===== src/rtl/mux_4_1_pkg.sv =====
// rtl/mux_4_1_pkg.sv - select-code type and constants shared by the 4:1 selector
package mux_4_1_pkg;

  typedef logic [1:0] sel_t;

  localparam sel_t SEL_IN0 = 2'd0;
  localparam sel_t SEL_IN1 = 2'd1;
  localparam sel_t SEL_IN2 = 2'd2;
  localparam sel_t SEL_IN3 = 2'd3;

endpackage


===== src/rtl/mux_4_1_comb.sv =====
// rtl/mux_4_1_comb.sv - pure combinational 4:1 selector
module mux_4_1_comb
  import mux_4_1_pkg::*;
#(
  parameter int WIDTH = 1
) (
  input  logic [1:0]       sel,
  input  logic [WIDTH-1:0] in0,
  input  logic [WIDTH-1:0] in1,
  input  logic [WIDTH-1:0] in2,
  input  logic [WIDTH-1:0] in3,
  output logic [WIDTH-1:0] out
);

  always_comb begin
    out = '0;
    // An unknown select falls to the zero default; synthesis treats it as don't-care.
    case (sel)
      SEL_IN0: out = in0;
      SEL_IN1: out = in1;
      SEL_IN2: out = in2;
      SEL_IN3: out = in3;
      default: out = '0;
    endcase
  end

endmodule


===== src/rtl/mux_4_1.sv =====
// rtl/mux_4_1.sv - 4:1 selector with combinational output and an enabled capture register
module mux_4_1
  import mux_4_1_pkg::*;
#(
  parameter int WIDTH          = 1,
  parameter int REG_EN_DEFAULT = 1
) (
  input  logic             clk,
  input  logic             rst,
  input  logic [WIDTH-1:0] in0,
  input  logic [WIDTH-1:0] in1,
  input  logic [WIDTH-1:0] in2,
  input  logic [WIDTH-1:0] in3,
  input  logic [1:0]       sel,
  input  logic             en,
  output logic [WIDTH-1:0] out,
  output logic [WIDTH-1:0] out_q,
  output logic [1:0]       sel_q,
  output logic             out_vld
);

  // REG_EN_DEFAULT only documents how en is expected to be tied; it has no logic effect.
  if (REG_EN_DEFAULT != 0 && REG_EN_DEFAULT != 1) begin : g_bad_reg_en_default
    $error("REG_EN_DEFAULT must be 0 or 1");
  end

  logic [WIDTH-1:0] sel_data;
  logic [WIDTH-1:0] data_q, data_d;
  sel_t             code_q, code_d;
  logic             vld_q,  vld_d;

  mux_4_1_comb #(
    .WIDTH(WIDTH)
  ) u_comb (
    .sel(sel),
    .in0(in0),
    .in1(in1),
    .in2(in2),
    .in3(in3),
    .out(sel_data)
  );

  assign out = sel_data;

  always_comb begin
    data_d = data_q;
    code_d = code_q;
    vld_d  = vld_q;
    if (en) begin
      data_d = sel_data;
      code_d = sel;
      vld_d  = 1'b1;
    end
  end

  always_ff @(posedge clk or posedge rst) begin
    if (rst) begin
      data_q <= '0;
      code_q <= SEL_IN0;
      vld_q  <= 1'b0;
    end else begin
      data_q <= data_d;
      code_q <= code_d;
      vld_q  <= vld_d;
    end
  end

  assign out_q   = data_q;
  assign sel_q   = code_q;
  assign out_vld = vld_q;

endmodule


===== config.mk =====
export PLATFORM = sky130hd
export DESIGN_NAME = mux_4_1
export DESIGN_NICKNAME = d
export VERILOG_FILES = /design/src/rtl/mux_4_1_pkg.sv /design/src/rtl/mux_4_1_comb.sv /design/src/rtl/mux_4_1.sv
export SDC_FILE = /design/constraint.sdc
export NUM_CORES = 1
export LEC_CHECK = 0
export ABC_AREA = 1
export CORE_AREA = 5 5 42 44
export DETAILED_ROUTE_END_ITERATION = 8
export DIE_AREA = 0 0 47 49
export PLACE_DENSITY = 0.43
export SLEW_MARGIN = 5
export SYNTH_ARGS = -nofsm -noshare
export SYNTH_HDL_FRONTEND = slang
export SYNTH_SLANG_ARGS = --single-unit

===== constraint.sdc =====
create_clock -name clk -period 0.8 [get_ports clk]
set_input_delay 0.16 -clock clk [delete_from_list [all_inputs] [get_ports clk]]
set_output_delay 0.16 -clock clk [all_outputs]
set_load 0.02 [all_outputs]

## Yosys cells after proc, flatten, opt, wreduce, memory -nomap -nowiden

Cells that the tools add are included.

| word-level totals | value |
|---|---|
| input bits | 9 |
| register bits after elaboration | 4 |
| logic and storage cells | 8 |

| operators by class | value |
|---|---|
| reduce and logical (&&, ||, !) cells | 1 |
| eq/ne operators | 3 |
| mux-type cells | 1 |

Operators with widths:

| operator | number |
|---|---|
| equality test 2 bit, second input constant | 2 |
| one-hot mux 1 bit (4 select lines) | 1 |
| equality test 2 x 1 -> 1 bit, second input constant | 1 |
| logical NOT 2 bit | 1 |

## Logic depth before layout (Yosys ltp)

Gate-level depths: netlist of run 1.

| depth | value |
|---|---|
| depth in word-level cells | 2 |
| gate-level depth with buffers | 5 |
| mapped depth without buffers | 5 |

## Hierarchy

Synthesis of run 1 repeated with hierarchy kept, for this count alone.

| second synthesis, totals | value |
|---|---|
| cell total of the unflattened synthesis | 29 |
| area total of the unflattened synthesis | 198.9 um2 |

Modules (own cells, without submodules):

| module | area an instance (um2) | sequential area each (um2) | instances | cells an instance |
|---|---|---|---|---|
| mux_4_1 | 147.6 | 100.1 | 1 | 16 |
| mux_4_1_comb | 51.3 | 0.0 | 1 | 13 |

## Worst setup path before layout of run 1

OpenSTA, ideal clock, no wires.

| timing path | value |
|---|---|
| path type | flip-flop to flip-flop |
| from | register, netlist name out_vld |
| to | register vld_q (netlist: out_vld) |
| clock period less this slack | 0.838 ns |
| data arrival time | 0.710 ns |
| path slack | -0.038 ns |
| path buffers | 0 |
| stages on the path, launching flop included | 2 |
| cell sequence | dfrtp_1 or2_2 |

RTL lines:

| element | line | text |
|---|---|---|
| to (signal assigned) | mux_4_1.sv:64 | `vld_q <= vld_d;` |
| to (decl) | mux_4_1.sv:30 | `logic vld_q, vld_d;` |

## Worst setup path after layout of run 1

| timing path | value |
|---|---|
| from | register code_q[0] (netlist: sel_q[0]) |
| to | output port sel_q[0] |

RTL lines:

| element | line | text |
|---|---|---|
| from (decl) | mux_4_1.sv:29 | `sel_t code_q, code_d;` |
| from (signal assigned) | mux_4_1.sv:63 | `code_q <= code_d;` |
| to (decl) | mux_4_1.sv:18 | `output logic [1:0] sel_q,` |

No word-level cell between the ends.

==> run_summary.xml, run 1 <==
<?xml version="1.0" encoding="UTF-8"?>
<metrics>
  <group name="global_route">
    <metric name="first_pass_grt_wire_length" unit="um">883</metric>
    <metric name="grt_antenna_before_repair" unit="">0</metric>
    <metric name="grt_usage" unit="%">5.932</metric>
    <metric name="grt_overflow" unit="">0</metric>
    <metric name="first_global_vias" unit="">241</metric>
    <metric name="pin_count_of_the_biggest_net_entering_global_routing" unit="">6</metric>
  </group>
  <group name="cts">
    <metric name="clock_insertion_delay_worst_skew" unit="ns">0.23</metric>
    <metric name="worst_setup_hold_path_clk_slew" unit="ns">0.04</metric>
    <metric name="cts_root_buf" unit="">sky130_fd_sc_hd__clkbuf_4</metric>
    <metric name="number_of_buffers_inserted_by_hold_repair_at_cts" unit="">0</metric>
    <metric name="cts_tree" unit="">done</metric>
    <metric name="cts-buffers-inserted" unit="">3</metric>
    <metric name="ctsHtreeMaxLevel" unit="">1</metric>
    <metric name="tritoncts_num_sinks" unit="">4</metric>
    <metric name="clock_path_buffers" unit="">2</metric>
  </group>
  <group name="critical_path">
    <metric name="peak_per_stage_delay_on_the_critical_path" unit="ns">0.38</metric>
    <metric name="rr_startpoint" unit="">out_vld</metric>
    <metric name="critical_path_arrival" unit="ns">0.75</metric>
    <metric name="crit-reg2reg-capture" unit="">out_vld</metric>
    <metric name="endpoint_kind" unit="">output pin</metric>
    <metric name="worst-r2r-cell-count" unit="">2</metric>
    <metric name="worstSetupStartpointType" unit="">register</metric>
    <metric name="setup.worst_path.class" unit="">reg2out</metric>
    <metric name="critical_path_peak_fanout" unit="">2</metric>
    <metric name="worstPathBufferInverterCount" unit="">1</metric>
    <metric name="sequence_of_cells_on_the_critical_path" unit="">buf_6</metric>
    <metric name="cp.required" unit="ns">0.64</metric>
    <metric name="cp_slowest_cell" unit="">sky130_fd_sc_hd__dfrtp_1</metric>
    <metric name="reg2reg_setup_slack" unit="ns">-0.04</metric>
    <metric name="cell_family_with_the_largest_share_of_critical_path_delay" unit="">flip-flops</metric>
  </group>
  <group name="timing">
    <metric name="number_of_hold_violations_in_the_final_report" unit="">0</metric>
    <metric name="setup_failing_eps_final" unit="">6</metric>
    <metric name="timing.final.ws_setup" unit="ns">-0.1073</metric>
    <metric name="worst_slew_margin_relative_to_its_limit" unit="%">89.60</metric>
    <metric name="rsz0062_at_grt" unit="">yes</metric>
    <metric name="worst_margin_pin_slew" unit="ns">0.1558</metric>
    <metric name="post-route-min-period" unit="ns">0.9073</metric>
    <metric name="clock.fmax" unit="MHz">1102</metric>
    <metric name="timing.clock.skew" unit="ns">0</metric>
    <metric name="hold-worst-slack" unit="ns">0.1219</metric>
    <metric name="min_period_over_period" unit="%">113.4</metric>
    <metric name="slew_viol_final" unit="">0</metric>
  </group>
  <group name="placement">
    <metric name="placed_cells" unit="">56</metric>
    <metric name="final_wtd_congestion" unit="">0.6889</metric>
    <metric name="place_area" unit="um2">377.9</metric>
    <metric name="buffer_ports.inserted" unit="">13</metric>
  </group>
  <group name="logic_synthesis">
    <metric name="postSynthAreaPerCell" unit="um2">8.486</metric>
    <metric name="synth_cell_types" unit="">10</metric>
    <metric name="ys_warn_count" unit="">0</metric>
    <metric name="syn_area" unit="um2">195.2</metric>
    <metric name="syn-num-nets" unit="">32</metric>
    <metric name="synth_seq_cells" unit="">4</metric>
    <metric name="sequential_fraction_of_the_synthesis_area" unit="%">51.28</metric>
    <metric name="post_synth_inst_count" unit="">23</metric>
  </group>
  <group name="power">
    <metric name="irDropWorstVdd" unit="mV">0.4295</metric>
    <metric name="power.leakage" unit="nW">0.2346</metric>
    <metric name="report.power.total" unit="uW">681.4</metric>
    <metric name="pwr_density_cell" unit="mW/mm2">1526</metric>
  </group>
  <group name="finish">
    <metric name="area_growth_syn_to_layout" unit="%">128.8</metric>
    <metric name="layout.cells.most_common_list" unit="">sky130_fd_sc_hd__buf_4, sky130_fd_sc_hd__buf_6, sky130_fd_sc_hd__nand2_2</metric>
    <metric name="layout.cell_area.non_filler" unit="um2">446.7</metric>
    <metric name="n_antenna_cell" unit="">0</metric>
    <metric name="layout_cells_sized_above_1" unit="%">72.34</metric>
    <metric name="filler_cell_count" unit="">154</metric>
    <metric name="finalNetCount" unit="">58</metric>
    <metric name="final-instance-count-excl-fill" unit="">63</metric>
    <metric name="final_core_util" unit="%">31.87</metric>
    <metric name="final_common_cell" unit="">sky130_fd_sc_hd__buf_4</metric>
  </group>
  <group name="route">
    <metric name="finalWirelength" unit="um">536</metric>
    <metric name="initial_drt_pass_iterations" unit="">2</metric>
    <metric name="via_count" unit="">220</metric>
    <metric name="detail-route-antenna-nets" unit="">0</metric>
    <metric name="drtIter0Drc" unit="">3</metric>
    <metric name="drt-wirelength-per-cell" unit="um">8.508</metric>
    <metric name="post_drt_via_cell_ratio" unit="">3.492</metric>
    <metric name="remaining_drc_errors" unit="">0</metric>
  </group>
  <group name="floorplanning">
    <metric name="placeableCoreArea" unit="mm2">0.001401</metric>
    <metric name="floorplan.die.width" unit="um">47</metric>
    <metric name="die_area" unit="mm2">0.002303</metric>
    <metric name="rows" unit="">14</metric>
    <metric name="initial_core_util" unit="%">13.93</metric>
    <metric name="io-pin-count" unit="">14</metric>
    <metric name="height_of_the_die" unit="um">49</metric>
  </group>
  <group name="outcome">
    <metric name="run_status" unit="">complete, but fails checks</metric>
    <metric name="failed_checks" unit="">negative setup slack</metric>
  </group>
  <group name="run">
    <metric name="max_cap_viol_count" unit="">0</metric>
  </group>
  <group name="hold_path">
    <metric name="hold_class" unit="">in2async</metric>
  </group>
</metrics>
## per-stage QoR
| step | worst slack (ns) | setup TNS [ns] |
|---|---|---|
| CTS | -0.1173 | -0.5512 |
| global route | -0.1376 | -0.6593 |
| global placement | -0.9188 | -3.117 |
| detailed placement | -0.8982 | -3.158 |
| finish | -0.1073 | -0.4909 |
| floorplan | 0.008052 | 0 |
## logic make-up (layout without fill, tap and decap cells)
logic type / count (synthesis) / after routing / share of synthesized area (%)
buffers and inverters: 4 / 28 / 7.690
AND/OR/NAND/NOR: 13 / 13 / 35.90
flip-flops: 4 / 4 / 51.28
AO/OA/AOI/OAI: 2 / 2 / 5.128
## what timing repair did
item	CTS	global route
buffers inserted	4	1
pin swaps	7	7
gates resized for setup	56	7
gates cloned	0	0
setup endpoints to repair	7	9
## power by group
group / total [mW] / switching [mW] / internal (mW)
clock network: 0.249 / 0.0816 / 0.168
registers: 0.229 / 0.0101 / 0.219
logic: 0.203 / 0.0823 / 0.121
## cells in the mapped netlist
| library cell | number | share of area, % |
|---|---|---|
| sky130_fd_sc_hd__or2_2 | 1 | 3.2 |
| sky130_fd_sc_hd__nand2_1 | 7 | 13 |
| sky130_fd_sc_hd__nand3_1 | 1 | 2.6 |
| sky130_fd_sc_hd__dfrtp_1 | 4 | 51 |
| sky130_fd_sc_hd__and2_1 | 1 | 3.2 |
| sky130_fd_sc_hd__inv_1 | 3 | 5.8 |
| sky130_fd_sc_hd__o21ai_0 | 2 | 5.1 |
| sky130_fd_sc_hd__nand3_2 | 2 | 10 |
| sky130_fd_sc_hd__inv_2 | 1 | 1.9 |
| sky130_fd_sc_hd__nand2_2 | 1 | 3.2 |
## routing by layer
metal,global-route usage [%],part of all wire (%),vias up,routed length (um)
met5,0,0,-,0
met4,9.677,3.2,0,17
met3,1.107,8.0,2,43
met2,7.466,49,10,263
met1,5.987,40,89,212
li1,-,-,119,-
## final cells by class
| type | instances | area, um2 | area share (%) |
|---|---|---|---|
| inverters | 4 | 17.52 | 3.922 |
| flip-flops and latches | 4 | 100.1 | 22.41 |
| well taps | 16 | 20.02 | 4.482 |
| repair buffers | 21 | 191.4 | 42.86 |
| multi-input cells | 15 | 95.09 | 21.29 |
| clock buffers | 3 | 22.52 | 5.042 |
## flip-flops by register name (all words and copies together) (netlist names)
name	count
sel_q	2
out_q	1
out_vld	1
## how the worst max path moves through the flow
stage                  start        to  cells after the start
global route         out_vld   out_vld                      1
global placement      sel[0]       out                      5
floorplan            out_vld   out_vld                      1
finish              sel_q[0]  sel_q[0]                      1
detailed placement    sel[0]       out                      5
CTS                 sel_q[1]  sel_q[1]                      1
No activity file was read; power rests on OpenSTA's default activity.
==> run 2, diff against run 1 <==
Settings changed: CTS_CLUSTER_SIZE from default to 16, SKIP_LAST_GASP from default to 1.
==> run 2 against run 1 <==
Design area fell by 5.6%. Power fell by 2.2%. Die area did not move. Maximum frequency did not move. The run still ends with negative setup slack left. Critical path depth did not move. Sequential share of layout area rose by 1.3 points. First-iteration DRC count did not move. Flip-flop and latch count did not move.
==> run_summary.xml, run 2 (same netlist as run 1, synthesis figures left out) <==
<?xml version="1.0" encoding="UTF-8"?>
<metrics>
  <group name="floorplanning">
    <metric name="rows" unit="">14</metric>
    <metric name="io-pin-count" unit="">14</metric>
    <metric name="placeableCoreArea" unit="mm2">0.001401</metric>
    <metric name="die_area" unit="mm2">0.002303</metric>
    <metric name="floorplan.die.width" unit="um">47</metric>
    <metric name="initial_core_util" unit="%">13.93</metric>
    <metric name="height_of_the_die" unit="um">49</metric>
  </group>
  <group name="route">
    <metric name="detail-route-antenna-nets" unit="">0</metric>
    <metric name="remaining_drc_errors" unit="">0</metric>
    <metric name="initial_drt_pass_iterations" unit="">2</metric>
    <metric name="post_drt_via_cell_ratio" unit="">3.492</metric>
    <metric name="drtIter0Drc" unit="">3</metric>
    <metric name="via_count" unit="">220</metric>
    <metric name="drt-wirelength-per-cell" unit="um">8.381</metric>
    <metric name="finalWirelength" unit="um">528</metric>
  </group>
  <group name="timing">
    <metric name="timing.final.ws_setup" unit="ns">-0.1073</metric>
    <metric name="clock.fmax" unit="MHz">1102</metric>
    <metric name="post-route-min-period" unit="ns">0.9073</metric>
    <metric name="slew_viol_final" unit="">0</metric>
    <metric name="setup_failing_eps_final" unit="">6</metric>
    <metric name="min_period_over_period" unit="%">113.4</metric>
    <metric name="rsz0062_at_grt" unit="">yes</metric>
    <metric name="timing.clock.skew" unit="ns">0</metric>
    <metric name="worst_margin_pin_slew" unit="ns">0.1558</metric>
    <metric name="number_of_hold_violations_in_the_final_report" unit="">0</metric>
    <metric name="worst_slew_margin_relative_to_its_limit" unit="%">89.60</metric>
  </group>
  <group name="cts">
    <metric name="clock_insertion_delay_worst_skew" unit="ns">0.23</metric>
    <metric name="worst_setup_hold_path_clk_slew" unit="ns">0.04</metric>
    <metric name="clock_path_buffers" unit="">2</metric>
    <metric name="cts_tree" unit="">done</metric>
    <metric name="tritoncts_num_sinks" unit="">4</metric>
    <metric name="ctsHtreeMaxLevel" unit="">1</metric>
    <metric name="cts-buffers-inserted" unit="">3</metric>
    <metric name="cts_root_buf" unit="">sky130_fd_sc_hd__clkbuf_4</metric>
    <metric name="number_of_buffers_inserted_by_hold_repair_at_cts" unit="">0</metric>
  </group>
  <group name="run">
    <metric name="max_cap_viol_count" unit="">0</metric>
  </group>
  <group name="power">
    <metric name="p_switching" unit="uW">170.8</metric>
    <metric name="cellInternalPower" unit="uW">496.0</metric>
    <metric name="report.power.total" unit="uW">666.8</metric>
    <metric name="power.leakage" unit="nW">0.2273</metric>
    <metric name="irDropWorstVdd" unit="mV">0.4156</metric>
    <metric name="power.switching_fraction" unit="%">25.61</metric>
    <metric name="pwr-share-comb" unit="%">28.3</metric>
    <metric name="power_frac_seq" unit="%">34.3</metric>
    <metric name="pwr_density_cell" unit="mW/mm2">1581</metric>
    <metric name="power_frac_clock" unit="%">37.4</metric>
  </group>
  <group name="critical_path">
    <metric name="setup.worst_path.class" unit="">reg2out</metric>
    <metric name="cp.required" unit="ns">0.64</metric>
    <metric name="cell_family_with_the_largest_share_of_critical_path_delay" unit="">flip-flops</metric>
    <metric name="cp_slowest_cell" unit="">sky130_fd_sc_hd__dfrtp_1</metric>
    <metric name="sequence_of_cells_on_the_critical_path" unit="">buf_6</metric>
    <metric name="worstPathBufferInverterCount" unit="">1</metric>
    <metric name="critical_path_arrival" unit="ns">0.75</metric>
    <metric name="worstSetupStartpointType" unit="">register</metric>
    <metric name="critical_path_peak_fanout" unit="">2</metric>
    <metric name="peak_per_stage_delay_on_the_critical_path" unit="ns">0.38</metric>
    <metric name="endpoint_kind" unit="">output pin</metric>
    <metric name="reg2reg_setup_slack" unit="ns">-0.04</metric>
  </group>
  <group name="global_route">
    <metric name="grt_usage" unit="%">5.932</metric>
    <metric name="grt_antenna_before_repair" unit="">0</metric>
    <metric name="pin_count_of_the_biggest_net_entering_global_routing" unit="">6</metric>
    <metric name="first_pass_grt_wire_length" unit="um">883</metric>
    <metric name="grt_overflow" unit="">0</metric>
    <metric name="first_global_vias" unit="">238</metric>
  </group>
  <group name="placement">
    <metric name="final_wtd_congestion" unit="">0.6889</metric>
    <metric name="placed_cells" unit="">56</metric>
    <metric name="buffer_ports.inserted" unit="">13</metric>
    <metric name="detailedPlace.worstSlack" unit="ns">-0.8982</metric>
  </group>
  <group name="finish">
    <metric name="final_core_util" unit="%">30.09</metric>
    <metric name="final_common_cell" unit="">sky130_fd_sc_hd__buf_4</metric>
    <metric name="finalNetCount" unit="">58</metric>
    <metric name="layout.cells.most_common_list" unit="">sky130_fd_sc_hd__buf_4, sky130_fd_sc_hd__nand2_1, sky130_fd_sc_hd__buf_6</metric>
    <metric name="flip_flop_count_of_the_largest_register_after_layout" unit="">2</metric>
    <metric name="layout_cells_sized_above_1" unit="%">65.96</metric>
    <metric name="final-instance-count-excl-fill" unit="">63</metric>
    <metric name="area_growth_syn_to_layout" unit="%">116.0</metric>
    <metric name="n_antenna_cell" unit="">0</metric>
  </group>
  <group name="hold_path">
    <metric name="hold_class" unit="">in2async</metric>
  </group>
  <group name="outcome">
    <metric name="run_status" unit="">complete, but fails checks</metric>
    <metric name="failed_checks" unit="">negative setup slack</metric>
  </group>
</metrics>
## run 2: changes by cell type in the layout (fill, tap and decap cells not counted)
cell,before,now
sky130_fd_sc_hd__clkbuf_2,0,3
sky130_fd_sc_hd__inv_4,1,0
sky130_fd_sc_hd__buf_2,3,2
sky130_fd_sc_hd__nand2_2,5,3
sky130_fd_sc_hd__inv_2,2,3
sky130_fd_sc_hd__clkdlybuf4s15_1,0,1
sky130_fd_sc_hd__buf_8,1,0
sky130_fd_sc_hd__buf_6,7,5
sky130_fd_sc_hd__nand2_1,3,5
## run 2: path summary, 6_finish.rpt
check                      startpoint       end  depth (start not counted)
max                          sel_q[0]  sel_q[0]                          1
min                               rst   out_vld                          2
max in group asynchronous         rst  sel_q[1]                          2
max reg2reg                   out_vld   out_vld                          2
min in group clk               sel[0]  sel_q[0]                          3
min reg2reg                     out_q     out_q                          3
## run 2: area by class of cell
| type | instances | area (um2) |
|---|---|---|
| repair buffers | 21 | 173.9 |
| clock buffers | 3 | 22.52 |
| fillers | 158 | 979.7 |
| inverters | 4 | 15.01 |
| well taps | 16 | 20.02 |
| multi-input cells | 15 | 90.09 |
| flip-flops and latches | 4 | 100.1 |
## run 2: timing repair
action	4_1_cts	5_1_grt
setup endpoints to repair	7	9
gates resized for setup	48	7
pin swaps	7	9
buffers inserted	4	1
endpoints found under the hold margin	0	0
## run 2: per-layer routing
layer,part of all wire (%),wire [um],track usage [%],vias up
li1,-,-,-,118
met1,39,208,5.987,90
met2,49,259,7.466,10
met3,8.1,43,1.107,2
met4,3.2,17,9.677,0
met5,0,0,0,-
## run 2: power by group through the flow
stage | Sequential [mW] | Combinational, mW | Clock (mW)
CTS | 0.228 | 0.196 | 0.263
floorplan | 0.247 | 0.0436 | 0
global placement | 0.228 | 0.167 | 0
finish | 0.229 | 0.189 | 0.249
global route | 0.230 | 0.206 | 0.267
detailed placement | 0.228 | 0.169 | 0
## run 2: per-stage QoR
step / cell area [um2] / TNS (ns) / hold WS [ns]
after floorplan: 197.7 / 0 / -0.07392
after global placement: 377.9 / -3.117 / 0.3603
after detailed placement: 377.9 / -3.158 / 0.3706
after CTS: 437.9 / -0.6197 / 0.1248
after global routing: 421.7 / -0.7268 / 0.1330
final: 421.7 / -0.5441 / 0.1219
